==> src/rtl/wb_init_pkg.sv <==
// Shared types for the Wishbone initiator: FSM state encoding, the registered
// command, and the registered response.
package wb_init_pkg;

  typedef enum logic [1:0] {
    IDLE  = 2'd0,
    BUS   = 2'd1,
    RETRY = 2'd2,
    RESP  = 2'd3
  } wbi_state_e;

  typedef struct packed {
    logic        we;
    logic [31:0] adr;
    logic [3:0]  sel;
    logic [31:0] wdata;
  } wbi_cmd_t;

  typedef struct packed {
    logic [31:0] rdata;
    logic        err;
    logic        timeout;
  } wbi_rsp_t;

endpackage

==> src/rtl/wishbone_interface.sv <==
// Wishbone classic-cycle bundle; the initiator uses the master modport.
interface wishbone_interface;
  logic        cyc;
  logic        stb;
  logic        we;
  logic [31:0] adr;
  logic [3:0]  sel;
  logic [31:0] dat_mosi;
  logic [31:0] dat_miso;
  logic        ack;
  logic        err;

  modport master (output cyc, stb, we, adr, sel, dat_mosi,
                  input  dat_miso, ack, err);
  modport slave  (input  cyc, stb, we, adr, sel, dat_mosi,
                  output dat_miso, ack, err);
endinterface

==> src/rtl/wb_timeout_ctr.sv <==
// Bus-cycle watchdog: down-counter loaded with LIMIT-1, saturating at zero;
// expired is the terminal-count compare (LIMIT enabled cycles after clr).
module wb_timeout_ctr #(
  parameter int LIMIT = 512
) (
  input  logic clk,
  input  logic rst,
  input  logic clr,
  input  logic en,
  output logic expired
);

  localparam int W = $clog2(LIMIT) + 1;

  logic [W-1:0] cnt;

  always_ff @(posedge clk or posedge rst) begin
    if (rst) begin
      cnt <= W'(LIMIT - 1);
    end else if (clr) begin
      cnt <= W'(LIMIT - 1);
    end else if (en && (cnt != '0)) begin
      cnt <= cnt - 1'b1;
    end
  end

  assign expired = (cnt == '0);

endmodule

==> src/rtl/wishbone_initiator.sv <==
// Single-outstanding Wishbone classic-cycle initiator (valid/ready cmd in, rsp out).
// Optional retry-on-err is enabled by defining WB_INIT_RETRY_EN.
//
// state | meaning
// IDLE  | cmd_ready high, waiting for a command
// BUS   | cyc/stb asserted with the registered command, waiting for ack/err/timeout
// RETRY | one idle bus cycle before re-issuing after err (WB_INIT_RETRY_EN only)
// RESP  | rsp_valid high, response held until rsp_ready
import wb_init_pkg::*;

module wishbone_initiator #(
  parameter int TIMEOUT_CYCLES = 512,
  parameter int MAX_RETRIES    = 2
) (
  input  logic                clk,
  input  logic                rst,
  input  logic                cmd_valid,
  output logic                cmd_ready,
  input  logic                cmd_we,
  input  logic [31:0]         cmd_adr,
  input  logic [3:0]          cmd_sel,
  input  logic [31:0]         cmd_wdata,
  output logic                rsp_valid,
  input  logic                rsp_ready,
  output logic [31:0]         rsp_rdata,
  output logic                rsp_err,
  output logic                rsp_timeout,
  wishbone_interface.master   wb
);

  wbi_state_e state, state_nxt;
  wbi_cmd_t   cmd_q;
  wbi_rsp_t   rsp_q;
  logic       tmo_expired;
  logic       retry_ok;

  wb_timeout_ctr #(.LIMIT(TIMEOUT_CYCLES)) u_tmo (
    .clk     (clk),
    .rst     (rst),
    .clr     ((state == IDLE) || (state == RETRY)),
    .en      (state == BUS),
    .expired (tmo_expired)
  );

`ifdef WB_INIT_RETRY_EN
  localparam int RW = (MAX_RETRIES < 1) ? 1 : $clog2(MAX_RETRIES + 1);
  logic [RW-1:0] retry_cnt;

  always_ff @(posedge clk or posedge rst) begin
    if (rst) begin
      retry_cnt <= '0;
    end else if (state == IDLE) begin
      retry_cnt <= '0;
    end else if (state == RETRY) begin
      retry_cnt <= retry_cnt + 1'b1;
    end
  end

  assign retry_ok = (retry_cnt < RW'(MAX_RETRIES));
`else
  logic unused_cfg;
  assign unused_cfg = ^MAX_RETRIES;
  assign retry_ok   = 1'b0;
`endif

  always_ff @(posedge clk or posedge rst) begin
    if (rst) state <= IDLE;
    else     state <= state_nxt;
  end

  // err has priority over ack; timeout only counts when neither arrives.
  always_comb begin
    state_nxt = state;
    case (state)
      IDLE:  if (cmd_valid) state_nxt = BUS;
      BUS: begin
        if (wb.err)                      state_nxt = retry_ok ? RETRY : RESP;
        else if (wb.ack || tmo_expired)  state_nxt = RESP;
      end
      RETRY: state_nxt = BUS;
      RESP:  if (rsp_ready) state_nxt = IDLE;
      default: state_nxt = IDLE;
    endcase
  end

  always_comb begin
    cmd_ready = (state == IDLE);
    rsp_valid = (state == RESP);
    wb.cyc    = (state == BUS);
    wb.stb    = (state == BUS);
  end

  always_ff @(posedge clk or posedge rst) begin
    if (rst) begin
      cmd_q <= '0;
      rsp_q <= '0;
    end else begin
      if ((state == IDLE) && cmd_valid) begin
        cmd_q <= '{we: cmd_we, adr: cmd_adr, sel: cmd_sel, wdata: cmd_wdata};
      end
      if ((state == BUS) && (state_nxt == RESP)) begin
        rsp_q.err     <= wb.err || !wb.ack;
        rsp_q.timeout <= !wb.err && !wb.ack;
        rsp_q.rdata   <= (!wb.err && wb.ack && !cmd_q.we) ? wb.dat_miso : 32'd0;
      end
    end
  end

  assign wb.we       = cmd_q.we;
  assign wb.adr      = cmd_q.adr;
  assign wb.sel      = cmd_q.sel;
  assign wb.dat_mosi = cmd_q.wdata;

  assign rsp_rdata   = rsp_q.rdata;
  assign rsp_err     = rsp_q.err;
  assign rsp_timeout = rsp_q.timeout;

endmodule

==> src/flat_wrapper.sv <==
// flat-port wrapper written by rule: the top's interface ports become plain ports
module wishbone_initiator_flat 
#(
  parameter int TIMEOUT_CYCLES = 512,
  parameter int MAX_RETRIES    = 2
)
  (clk, rst, cmd_valid, cmd_ready, cmd_we, cmd_adr, cmd_sel, cmd_wdata, rsp_valid, rsp_ready, rsp_rdata, rsp_err, rsp_timeout, wb_cyc, wb_stb, wb_we, wb_adr, wb_sel, wb_dat_mosi, wb_dat_miso, wb_ack, wb_err);
  wishbone_interface wb_i ();
  input  logic clk;
  input  logic rst;
  input  logic cmd_valid;
  output logic cmd_ready;
  input  logic cmd_we;
  input  logic [31:0] cmd_adr;
  input  logic [3:0] cmd_sel;
  input  logic [31:0] cmd_wdata;
  output logic rsp_valid;
  input  logic rsp_ready;
  output logic [31:0] rsp_rdata;
  output logic rsp_err;
  output logic rsp_timeout;
  output wire logic [$bits(wb_i.cyc)-1:0] wb_cyc;
  output wire logic [$bits(wb_i.stb)-1:0] wb_stb;
  output wire logic [$bits(wb_i.we)-1:0] wb_we;
  output wire logic [$bits(wb_i.adr)-1:0] wb_adr;
  output wire logic [$bits(wb_i.sel)-1:0] wb_sel;
  output wire logic [$bits(wb_i.dat_mosi)-1:0] wb_dat_mosi;
  input wire logic [$bits(wb_i.dat_miso)-1:0] wb_dat_miso;
  input wire logic [$bits(wb_i.ack)-1:0] wb_ack;
  input wire logic [$bits(wb_i.err)-1:0] wb_err;
  assign wb_cyc = wb_i.cyc;
  assign wb_stb = wb_i.stb;
  assign wb_we = wb_i.we;
  assign wb_adr = wb_i.adr;
  assign wb_sel = wb_i.sel;
  assign wb_dat_mosi = wb_i.dat_mosi;
  assign wb_i.dat_miso = wb_dat_miso;
  assign wb_i.ack = wb_ack;
  assign wb_i.err = wb_err;
  wishbone_initiator #(.TIMEOUT_CYCLES(TIMEOUT_CYCLES), .MAX_RETRIES(MAX_RETRIES)) u_core (.clk(clk), .rst(rst), .cmd_valid(cmd_valid), .cmd_ready(cmd_ready), .cmd_we(cmd_we), .cmd_adr(cmd_adr), .cmd_sel(cmd_sel), .cmd_wdata(cmd_wdata), .rsp_valid(rsp_valid), .rsp_ready(rsp_ready), .rsp_rdata(rsp_rdata), .rsp_err(rsp_err), .rsp_timeout(rsp_timeout), .wb(wb_i));
endmodule
==> config.mk <==
export PLATFORM = sky130hd
export DESIGN_NAME = wishbone_initiator_flat
export DESIGN_NICKNAME = d
export VERILOG_FILES = /design/src/rtl/wb_init_pkg.sv /design/src/rtl/wishbone_interface.sv /design/src/rtl/wb_timeout_ctr.sv /design/src/rtl/wishbone_initiator.sv /design/src/flat_wrapper.sv
export SDC_FILE = /design/constraint.sdc
export NUM_CORES = 1
export LEC_CHECK = 0
export BUFFER_PORTS_ARGS = -buffer_cell sky130_fd_sc_hd__buf_2
export CORE_ASPECT_RATIO = 0.6
export CORE_UTILIZATION = 35
export DETAILED_ROUTE_END_ITERATION = 12
export GPL_ROUTABILITY_DRIVEN = 0
export PLACE_DENSITY = 0.59
export SKIP_CTS_REPAIR_TIMING = 1
export SKIP_LAST_GASP = 1
export SYNTH_ARGS = -nofsm -noshare
export SYNTH_HDL_FRONTEND = slang
export SYNTH_SLANG_ARGS = --single-unit
==> constraint.sdc <==
create_clock -name clk -period 9.67 [get_ports clk]
set_input_delay 1.934 -clock clk [delete_from_list [all_inputs] [get_ports clk]]
set_output_delay 1.934 -clock clk [all_outputs]
set_load 0.02 [all_outputs]
==> metrics.md, run 1 <==
| Metric | Value |
|---|---|
| Die height | `89.85 um` |
| Setup TNS | `0 ns` |
| Cell Chain, Critical Path | `nor2b_1, buf_2` |
| Nets@finish | `roughly 630` |
| CP Buf/Inv Count | `1` |
| Net Count, Synth | `410` |
| Period minus WS final | `~3.8 ns` |
| Required time of the critical path | `about 7.7 ns` |
| DRC viols | `0` |
| Die area | `around 0.013 mm^2` |
| CP arrival | `~1.9 ns` |
| CP max FO | `16` |
| Hpwl dp | `between 7 and 8 mm` |
| Mapped Cells | `between 300 and 400` |
| Ports | `about 210` |
| CP max stage delay | `about 0.64 ns` |
| Worst-skew pair later-pin latency | `between 0.3 and 0.4 ns` |
| Clock buffer count from CTS | `17` |
| Clock buffer depth | `2` |
| RSZ-0062 raised after global routing | `no` |
| Synth warnings | `0` |
| Global-route wire length before repair | `roughly 17 mm` |
| Commonest non-fill, non-tap cells in the layout | `buf_2 (213), dfrtp_1 (106), mux2_2 (70)` |
| Layout area overhead | `38.97%` |
| Post-synthesis sequential area ratio | `0.6417` |
| #FFs+latches synth | `roughly 120` |
| Largest net degree at the start of global routing | `65` |
| Starting Density | `0.3661` |
| Endpoints failing setup | `0` |
| GRT Overall Usage | `0.1635` |
| Die X | `between 100 and 150 um` |
| Placed cell area | `approximately 0.0057 mm^2` |
| WL/cell | `around 15 um` |
| Worst slew pin tran | `1.279 ns` |
| Detail Route Antenna Nets | `0` |
| Diode count | `0` |
| Port buffer count | `roughly 210` |
| CTS clk-pin slew, worst paths | `about 0.05 ns` |
| Pwr Density | `between 300 and 400 mW/mm^2` |
| Core box area | `approximately 0.012 mm^2` |
| Via count | `3,217` |
| DRT Wirelength | `roughly 10 mm` |
| Worst path slowest cell | `dfrtp_1` |
| Worst slew margin | `0.1444` |
| Clock Skews | `0.007045 ns` |
| Mapped Area | `~0.0045 mm^2` |
| Maximum VDD drop | `between 100 and 150 uV` |
| CTS H-Tree Depth | `4` |
| Mean post-synth cell area | `roughly 15 um^2` |
| Worst hold start | `u_core.rsp_rdata[16]$_DFFE_PP0P_` |
| Synth cell types | `37` |
| CTS tree | `yes` |
| Slew Limit Fails | `0` |
| Post-route cell area | `0.006256 mm^2` |
| R2R Path Start | `u_core.state[0]$_DFF_PP0_` |
| Vias in the first global route | `approximately 3,300` |
| Startpoint types | `flip-flop` |
| CP endpoint kind | `primary output` |
| Layout cells sized above 1 | `0.6238` |
| CTS Sinks | `~120` |
| Hold WC Path Type | `flip-flop to flip-flop` |
| Max cap viols | `0` |
| Initial antenna violation count | `0` |
| # fillers | `1,070` |
| Most common cell after layout, fill and taps aside | `buf_2` |
| Final hold vios | `0` |
| Leakage | `~3.2 nW` |
| TritonRoute pass-1 iters | `4` |
| Critical setup path kind | `flip-flop to primary output` |
| # rows | `31` |
| Tcrit/Tclk final | `0.3913` |
| Total gr overflow | `0` |
| Fmax | `roughly 260 MHz` |
| Status | `complete, no violations` |
| Routed vias/inst | `between 4 and 5` |
| Initial DRC count | `127` |
| CP startpoint | `u_core.state[0]$_DFF_PP0_` |
| Root Buffer | `clkbuf_16` |
| CP delay by family, top | `flip-flops` |
final cells by class:
class                   count  area [um^2]  share of cell area
inverters                   4        17.52            0.002800
clock buffers              21        460.4             0.07360
well taps                 165        206.4             0.03300
repair buffers            215         1081              0.1728
multi-input cells         164         1493              0.2386
clock inverters            10        108.9             0.01740
flip-flops and latches    115         2889              0.4618
sequential cells by signal, summed over array words and instances, names as in the netlist:
name and cells:
u_core.rsp_err 1, u_core.u_tmo.cnt 10, u_core.rsp_timeout 1, u_core.wb.sel 4, u_core.wb.we 1, u_core.wb.adr 32
u_core.rsp_rdata 32, u_core.state 2, u_core.wb.dat_mosi 32
synth_stat cells:
| master | count | area, um^2 |
|---|---|---|
| a21oi_1 | 3 | 15.01 |
| nor4_1 | 1 | 6.260 |
| or3_4 | 1 | 11.26 |
| or3_1 | 3 | 18.77 |
| nor3_1 | 1 | 5.000 |
| nand2b_1 | 3 | 18.77 |
| a22o_1 | 32 | 280.3 |
| a31oi_1 | 1 | 6.260 |
| clkbuf_1 | 1 | 3.750 |
| nand3_1 | 7 | 35.03 |
| mux2_2 | 70 | 788.3 |
| nor3_2 | 2 | 20.02 |
| a211o_1 | 1 | 8.760 |
| o21ai_0 | 2 | 10.01 |
| xnor2_1 | 1 | 8.760 |
| o22a_1 | 1 | 8.760 |
| or4_1 | 3 | 22.52 |
| o31ai_1 | 2 | 15.01 |
| inv_1 | 4 | 15.01 |
| a31oi_4 | 1 | 21.27 |
| and2_1 | 2 | 12.51 |
| buf_6 | 3 | 33.78 |
| mux2i_1 | 1 | 10.01 |
| o21a_1 | 2 | 15.01 |
| nor2b_1 | 3 | 18.77 |
| o311ai_0 | 1 | 8.760 |
| xor2_1 | 1 | 8.760 |
| nand2_1 | 10 | 37.54 |
| ha_1 | 2 | 25.02 |
| nor3_4 | 1 | 16.27 |
| nor2_1 | 3 | 11.26 |
| buf_2 | 12 | 60.06 |
| and3_1 | 2 | 12.51 |
| buf_4 | 2 | 15.01 |
| dfstp_2 | 9 | 236.5 |
| dfrtp_1 | 106 | 2653 |
| nor4b_1 | 1 | 8.760 |
cells by family after synthesis:
| logic type | after synthesis | share of synthesized area |
|---|---|---|
| compound gates | 46 | 0.08644 |
| buf+inv | 22 | 0.02835 |
| mux | 71 | 0.1773 |
| xor+xnor | 2 | 0.003892 |
| simple gates | 43 | 0.05670 |
| fa+ha+maj | 2 | 0.005558 |
| flops | 115 | 0.6417 |
path summary, 6_finish.rpt:
path,endpoint,slack (ns),depth (start not counted)
worst max-delay path,wb_stb,5.89,2
worst min register to register,u_core.rsp_rdata[16]$_DFFE_PP0P_,0.49,1
worst max register to register,u_core.rsp_rdata[7]$_DFFE_PP0P_,6.94,4
max in group asynchronous,u_core.wb.dat_mosi[31]$_DFFE_PP0P_,6.77,3
worst min-delay path,u_core.rsp_rdata[16]$_DFFE_PP0P_,0.49,1
min in group asynchronous,u_core.wb.adr[8]$_DFFE_PP0P_,1.62,2
layer usage:
metal / share of wire / global-route usage / up-vias
met5: 0 / 0 / -
met4: 0.012 / 0.05842 / 0
met3: 0.079 / 0.05990 / 13
met2: 0.43 / 0.2375 / 143
met1: 0.48 / 0.2230 / 1543
li1: - / - / 1518
metrics by stage:
step | total power (W) | std cells | utilization | setup slack [ns] | hold slack [ns]
4_1_cts | 0.002291 | 694 | 0.5088 | 5.869 | 0.5015
6_report | 0.002265 | 694 | 0.5088 | 5.886 | 0.4945
5_1_grt | 0.002401 | 694 | 0.5088 | 5.785 | 0.5131
3_5_place_dp | 0.001681 | 663 | 0.4625 | 6.164 | 0.4852
3_3_place_gp | 0.001665 | 663 | 0.4625 | 6.218 | 0.4837
2_1_floorplan | 0.001392 | 301 | - | 4.707 | 0.4851
where the power goes:
| group | total [W] | internal (W) | switching [W] |
|---|---|---|---|
| Combinational | 0.000849 | 0.000354 | 0.000495 |
| Clock | 0.000599 | 0.000389 | 0.000209 |
| Sequential | 0.000817 | 0.000698 | 0.000119 |
| Total | 0.00226 | 0.00144 | 0.000824 |
(Power assumes the default switching activity.)
==> run 2, diff against run 1 <==
--- a/config.mk
+++ b/config.mk
@@ -10,7 +10,7 @@
 export CORE_UTILIZATION = 35
 export DETAILED_ROUTE_END_ITERATION = 12
 export GPL_ROUTABILITY_DRIVEN = 0
-export PLACE_DENSITY = 0.59
+export PLACE_DENSITY = 0.62
 export SKIP_CTS_REPAIR_TIMING = 1
 export SKIP_LAST_GASP = 1
 export SYNTH_ARGS = -nofsm -noshare
==> constraint.sdc (replaced) <==
create_clock -name clk -period 3.42 [get_ports clk]
set_input_delay 0.684 -clock clk [delete_from_list [all_inputs] [get_ports clk]]
set_output_delay 0.684 -clock clk [all_outputs]
set_load 0.02 [all_outputs]
==> metrics.md, run 2 (synthesis gave the netlist of run 1 again) <==
| Metric | Value |
|---|---|
| Footprint of the multi-input gates | `0.001493 mm^2 (unchanged)` |
| Pwr Density | `1028 mW/mm^2 (+180%)` |
| Required time of the critical path | `2.74 ns (-5.00 ns)` |
| Largest net degree at the start of global routing | `59 (-9.2%)` |
| WL/cell | `14.75 um (-0.42%)` |
| Core box area | `0.01230 mm^2 (unchanged)` |
| Worst path slowest cell | `dfrtp_1` |
| DRC viols | `0 (unchanged)` |
| # rows | `31 (unchanged)` |
| Hold WC Path Type | `input pin to asynchronous set/reset pin` |
| RR Endpoint | `u_core.wb.adr[14]$_DFFE_PP0P_` |
| DRT Wirelength | `10.28 mm (about the same)` |
| Critical setup path kind | `flip-flop to primary output` |
| CP endpoint kind | `primary output` |
| Total gr overflow | `0 (unchanged)` |
| Fmax | `396.3 MHz` |
| R2R Path Start | `u_core.state[0]$_DFF_PP0_` |
| Layout cells sized above 1 | `0.6278 (+0.004001)` |
| CP max stage delay | `0.62 ns (-0.02 ns)` |
| TritonRoute pass-1 iters | `4 (unchanged)` |
| Diode count | `0 (unchanged)` |
| Die area | `0.01334 mm^2 (unchanged)` |
| Detail Route Antenna Nets | `0 (unchanged)` |
| CP max FO | `16 (unchanged)` |
| Fin cells | `697 (+0.43%)` |
| RSZ-0062 raised after global routing | `no` |
| Most common cell after layout, fill and taps aside | `buf_2` |
| Maximum VDD drop | `437.5 uV (+210%)` |
| Worst R2R Path Depth | `4 (unchanged)` |
| Initial DRC count | `104 (-18%)` |
| Status | `complete, no violations` |
| Commonest non-fill, non-tap cells in the layout | `buf_2 (213), dfrtp_1 (106), mux2_2 (70)` |
| Post-route cell area | `0.006339 mm^2 (+1.3%)` |
| Setup TNS | `0 ns (unchanged)` |
| Via count | `3,242 (+0.78%)` |
| Endpoints failing setup | `0 (unchanged)` |
| Die height | `89.85 um (unchanged)` |
| Final WS setup | `0.8969 ns (-4.990 ns)` |
| CTS Sinks | `115 (unchanged)` |
| Layout area overhead | `40.80%` |
| Vias in the first global route | `3,321 (+1.9%)` |
| Cell Chain, Critical Path | `nor2b_1, buf_2` |
| GRT Overall Usage | `0.1615 (-0.002031)` |
| Placed cells | `665 (+0.30%)` |
| Leakage | `3.179 nW (+0.49%)` |
| CTS H-Tree Depth | `4 (unchanged)` |
| Max cap viols | `0 (unchanged)` |
| Clock buffer count from CTS | `17 (unchanged)` |
| CP delay by family, top | `flip-flops` |
| CTS tree | `yes` |
| CTS clk-pin slew, worst paths | `0.06 ns (about the same)` |
| Hold Worst Slack | `0.4221 ns (-0.07239 ns)` |
| Starting Density | `0.3661 (unchanged)` |
| Placed cell area | `0.005728 mm^2 (+0.73%)` |
| Nets@finish | `628 (+0.32%)` |
| Tcrit/Tclk final | `0.7378` |
| Sequential cell area | `0.002889 mm^2 (unchanged)` |
| CP arrival | `1.84 ns (about the same)` |
| Ports | `214 (unchanged)` |
| Port buffer count | `213 (unchanged)` |
| Worst-skew pair later-pin latency | `0.40 ns (about the same)` |
| DP Worst Slack | `1.206 ns (-4.958 ns)` |
| Die X | `148.4 um (unchanged)` |
| Hpwl dp | `7.538 mm (+6.4%)` |
| Worst slew pin tran | `0.8475 ns (-0.4317 ns)` |
| Clock buffer depth | `2 (unchanged)` |
| Initial antenna violation count | `0 (unchanged)` |
| Startpoint types | `flip-flop` |
| Period minus WS final | `2.523 ns` |
| CP Buf/Inv Count | `1 (unchanged)` |
| Routed vias/inst | `4.651 (+0.34%)` |
| Global-route wire length before repair | `16.59 mm (-2.0%)` |
| Worst slew margin | `0.4270 (+0.2826)` |
| Root Buffer | `clkbuf_16` |
| Clock Skews | `0.01224 ns (+0.005198 ns)` |
| # fillers | `1,072 (+0.19%)` |
| Slew Limit Fails | `0 (unchanged)` |
| Final hold vios | `0 (unchanged)` |
| R2R setup slack | `1.24 ns (-5.70 ns)` |
==> run 2: per-layer routing <==
layer / part of all wire / wire, um / track usage / vias to the layer above
met3: 0.069 / 707 / 0.06396 / 4
met1: 0.47 / 4790 / 0.2118 / 1574
li1: - / - / - / 1527
met2: 0.46 / 4736 / 0.2496 / 137
met4: 0.0045 / 46 / 0.03866 / 0
met5: 0 / 0 / 0 / -
==> run 2: how the worst max path moves through the flow <==
| stage | from | to | slack, ns | cells after the start |
|---|---|---|---|---|
| 2_1_floorplan | rst | u_core.rsp_err$_DFFE_PP0P_ | 1.34 | 1 |
| 3_3_place_gp | cmd_valid | u_core.wb.dat_mosi[6]$_DFFE_PP0P_ | 1.24 | 4 |
| 3_5_place_dp | cmd_valid | u_core.wb.dat_mosi[22]$_DFFE_PP0P_ | 1.21 | 4 |
| 4_1_cts | u_core.state[0]$_DFF_PP0_ | wb_stb | 0.86 | 2 |
| 5_1_grt | u_core.state[0]$_DFF_PP0_ | wb_stb | 0.72 | 2 |
| 6_report | u_core.state[0]$_DFF_PP0_ | wb_stb | 0.90 | 2 |
==> run 2: worst reg2reg max path, stage by stage, from the launching register on <==
cell and delay [ns]:
dfrtp_1 0.54, nor2_1 0.18, and2_2 0.60, buf_12 0.33
mux2_2 0.40
==> run 2: per-stage QoR <==
stage          total power (W)  utilization
4_1_cts               0.006608       0.5155
3_5_place_dp          0.004787       0.4659
6_report              0.006517       0.5155
2_1_floorplan         0.003937            -
3_3_place_gp          0.004723       0.4659
5_1_grt               0.006885       0.5155
==> run 2: layout make-up <==
| cell class | count | area share |
|---|---|---|
| flip-flops and latches | 115 | 0.4558 |
| multi-input cells | 164 | 0.2355 |
| repair buffers | 217 | 0.1769 |
| clock buffers | 20 | 0.07205 |
| well taps | 165 | 0.03257 |
| clock inverters | 12 | 0.02428 |
| inverters | 4 | 0.002961 |
==> run 2: report_power, final <==
group	leakage (nW)	internal, W	switching, W
clock	0.281	0.00118	0.000605
sequential	1.42	0.00197	0.000340
combinational	1.48	0.00101	0.00141
total	3.18	0.00417	0.00235
==> run 3, diff against run 2 <==
--- a/config.mk
+++ b/config.mk
@@ -10,7 +10,7 @@
 export CORE_UTILIZATION = 35
 export DETAILED_ROUTE_END_ITERATION = 12
 export GPL_ROUTABILITY_DRIVEN = 0
-export PLACE_DENSITY = 0.62
+export PLACE_DENSITY = 0.59
 export SKIP_CTS_REPAIR_TIMING = 1
 export SKIP_LAST_GASP = 1
 export SYNTH_ARGS = -nofsm -noshare
==> constraint.sdc (replaced) <==
create_clock -name clk -period 2.4 [get_ports clk]
set_input_delay 0.48 -clock clk [delete_from_list [all_inputs] [get_ports clk]]
set_output_delay 0.48 -clock clk [all_outputs]
set_load 0.02 [all_outputs]
==> metrics.md, run 3 (synthesis gave the netlist of run 1 again) <==
| Metric | Value |
|---|---|
| Status | `complete, no violations` |
| Most common cell after layout, fill and taps aside | `buf_2` |
| Worst-skew pair later-pin latency | `0.40 ns (about the same)` |
| Ports | `214 (unchanged)` |
| CP max FO | `22 (+6)` |
| Required time of the critical path | `2.69 ns (-0.05 ns)` |
| Final core utilization | `0.5196 (+0.004071)` |
| Switching share of power | `0.3577 (-0.002980)` |
| Initial DRC count | `100 (-3.8%)` |
| Tcrit/Tclk final | `0.8015` |
| CTS clk-pin slew, worst paths | `0.05 ns (about the same)` |
| Endpoints failing setup | `0 (unchanged)` |
| CP arrival | `2.21 ns (+0.37 ns)` |
| WL/cell | `14.75 um (about the same)` |
| CTS tree | `yes` |
| RR Endpoint | `u_core.rsp_rdata[17]$_DFFE_PP0P_` |
| Maximum VDD drop | `652.6 uV (+49%)` |
| Largest net degree at the start of global routing | `70 (+19%)` |
| Flop pwr share | `0.347 (-0.008)` |
| Combinational Power Share | `0.374 (+0.003)` |
| Setup TNS | `0 ns (unchanged)` |
| Starting Density | `0.3661 (unchanged)` |
| DP Worst Slack | `0.4675 ns (-0.7386 ns)` |
| TritonRoute pass-1 iters | `4 (unchanged)` |
| CTS H-Tree Depth | `4 (unchanged)` |
| Pwr Density | `1474 mW/mm^2 (+43%)` |
| Layout area overhead | `41.91%` |
| Critical Path End | `u_core.rsp_rdata[17]$_DFFE_PP0P_` |
| R2R setup slack | `0.48 ns (-0.76 ns)` |
| Vias in the first global route | `3,229 (-2.8%)` |
| DRC viols | `0 (unchanged)` |
| CP endpoint kind | `flip-flop` |
| Final WS setup | `0.4765 ns (-0.4204 ns)` |
| Switching pwr | `0.003368 W (+43%)` |
| Commonest non-fill, non-tap cells in the layout | `buf_2 (213), dfrtp_1 (106), mux2_2 (70)` |
| Slew Limit Fails | `0 (unchanged)` |
| Initial antenna violation count | `0 (unchanged)` |
| Total gr overflow | `0 (unchanged)` |
| Clock network fraction of design power | `0.279 (+0.005)` |
| Leakage | `3.212 nW (+1.1%)` |
| Nets@finish | `632 (+0.64%)` |
| Clock Skews | `0.009742 ns (-0.002501 ns)` |
| CTS Sinks | `115 (unchanged)` |
| Global-route wire length before repair | `17.00 mm (+2.5%)` |
| Layout cells sized above 1 | `0.6325 (+0.004643)` |
| Core box area | `0.01230 mm^2 (unchanged)` |
| CP startpoint | `u_core.u_tmo.cnt[5]$_DFFE_PP1P_` |
| Port buffer count | `213 (unchanged)` |
| Die X | `148.4 um (unchanged)` |
| Diode count | `0 (unchanged)` |
| Via count | `3,272 (+0.93%)` |
| RSZ-0062 raised after global routing | `no` |
| Worst slew pin tran | `0.7459 ns (-0.1016 ns)` |
| Startpoint types | `flip-flop` |
| Clock buffer count from CTS | `17 (unchanged)` |
| Die area | `0.01334 mm^2 (unchanged)` |
| Routed vias/inst | `4.668 (+0.35%)` |
| GRT Overall Usage | `0.1660 (+0.004501)` |
| Die height | `89.85 um (unchanged)` |
| Fmax | `slightly above 500 MHz` |
| Cell Int Power | `0.006049 W (+45%)` |
| Root Buffer | `clkbuf_16` |
| Hpwl dp | `7.506 mm (-0.43%)` |
| Period minus WS final | `1.923 ns` |
| Max cap viols | `0 (unchanged)` |
| Placed cell area | `0.005758 mm^2 (+0.52%)` |
| Post-route cell area | `0.006389 mm^2 (+0.79%)` |
| Clock buffer depth | `2 (unchanged)` |
| Worst slew margin | `0.5027 (+0.07570)` |
| # rows | `31 (unchanged)` |
| R2R Path Start | `u_core.u_tmo.cnt[5]$_DFFE_PP1P_` |
| Critical setup path kind | `flip-flop to flip-flop` |
| Detail Route Antenna Nets | `0 (unchanged)` |
| DRT Wirelength | `10.34 mm (+0.61%)` |
| Worst R2R Path Depth | `5 (+1)` |
| Hold WC Path Type | `input pin to flip-flop` |
| Final hold vios | `0 (unchanged)` |
==> run 3: cell count changes in the layout (fill, tap and decap cells not counted), sizes merged <==
cell,previous run,this run
clkbuf,20,21
clkinvlp,7,6
buf,217,221
==> run 3: worst min path at each step <==
| stage | slack (ns) | depth (start not counted) | end | from |
|---|---|---|---|---|
| 2_1_floorplan | 0.49 | 2 | u_core.u_tmo.cnt[3]$_DFFE_PP1P_ | u_core.u_tmo.cnt[3]$_DFFE_PP1P_ |
| 6_report | 0.27 | 2 | u_core.state[0]$_DFF_PP0_ | rsp_ready |
| 5_1_grt | 0.26 | 2 | u_core.state[0]$_DFF_PP0_ | rsp_ready |
| 4_1_cts | 0.24 | 2 | u_core.state[0]$_DFF_PP0_ | rsp_ready |
| 3_3_place_gp | 0.48 | 1 | u_core.wb.adr[5]$_DFFE_PP0P_ | u_core.wb.adr[5]$_DFFE_PP0P_ |
| 3_5_place_dp | 0.49 | 1 | u_core.rsp_rdata[21]$_DFFE_PP0P_ | u_core.rsp_rdata[21]$_DFFE_PP0P_ |
==> run 3: area by class of cell <==
| type | count | area, um^2 |
|---|---|---|
| fillers | 1062 | 5907 |
| clock inverters | 11 | 150.1 |
| inverters | 4 | 18.77 |
| well taps | 165 | 206.4 |
| flip-flops and latches | 115 | 2889 |
| multi-input cells | 164 | 1493 |
| clock buffers | 21 | 480.5 |
| repair buffers | 221 | 1151 |
==> run 3: through the flow <==
| step | power (W) | hold WS, ns | cells |
|---|---|---|---|
| finish | 0.009417 | 0.2679 | 701 |
| global route | 0.009975 | 0.2611 | 701 |
| CTS | 0.009553 | 0.2445 | 701 |
| detailed placement | 0.006872 | 0.4867 | 669 |
| global placement | 0.006806 | 0.4833 | 669 |
| floorplan | 0.005610 | 0.4851 | 301 |
==> run 3: power groups by stage <==
| stage | sequential, W | clock (W) | combinational [W] |
|---|---|---|---|
| final | 0.00327 | 0.00263 | 0.00352 |
| after global routing | 0.00339 | 0.00280 | 0.00378 |
| after CTS | 0.00328 | 0.00270 | 0.00358 |
| after detailed placement | 0.00329 | 0 | 0.00358 |
| after global placement | 0.00328 | 0 | 0.00353 |
| after floorplan | 0.00426 | 0 | 0.00135 |
==> run 3: worst max-delay path, cell delays in order, from the launching register on <==
cell,delay (ns)
dfstp_2,0.39
or3_4,0.43
nor3_4,0.28
a31oi_4,0.25
buf_12,0.23
a22o_1,0.23
==> run 3: per-layer routing <==
| metal | global-route usage | part of all wire | up-vias | wire length, um |
|---|---|---|---|---|
| li1 | - | - | 1544 | - |
| met4 | 0.06100 | 0.014 | 0 | 148 |
| met2 | 0.2324 | 0.42 | 132 | 4380 |
| met3 | 0.05939 | 0.073 | 19 | 750 |
| met5 | 0 | 0 | - | 0 |
| met1 | 0.2341 | 0.49 | 1577 | 5063 |
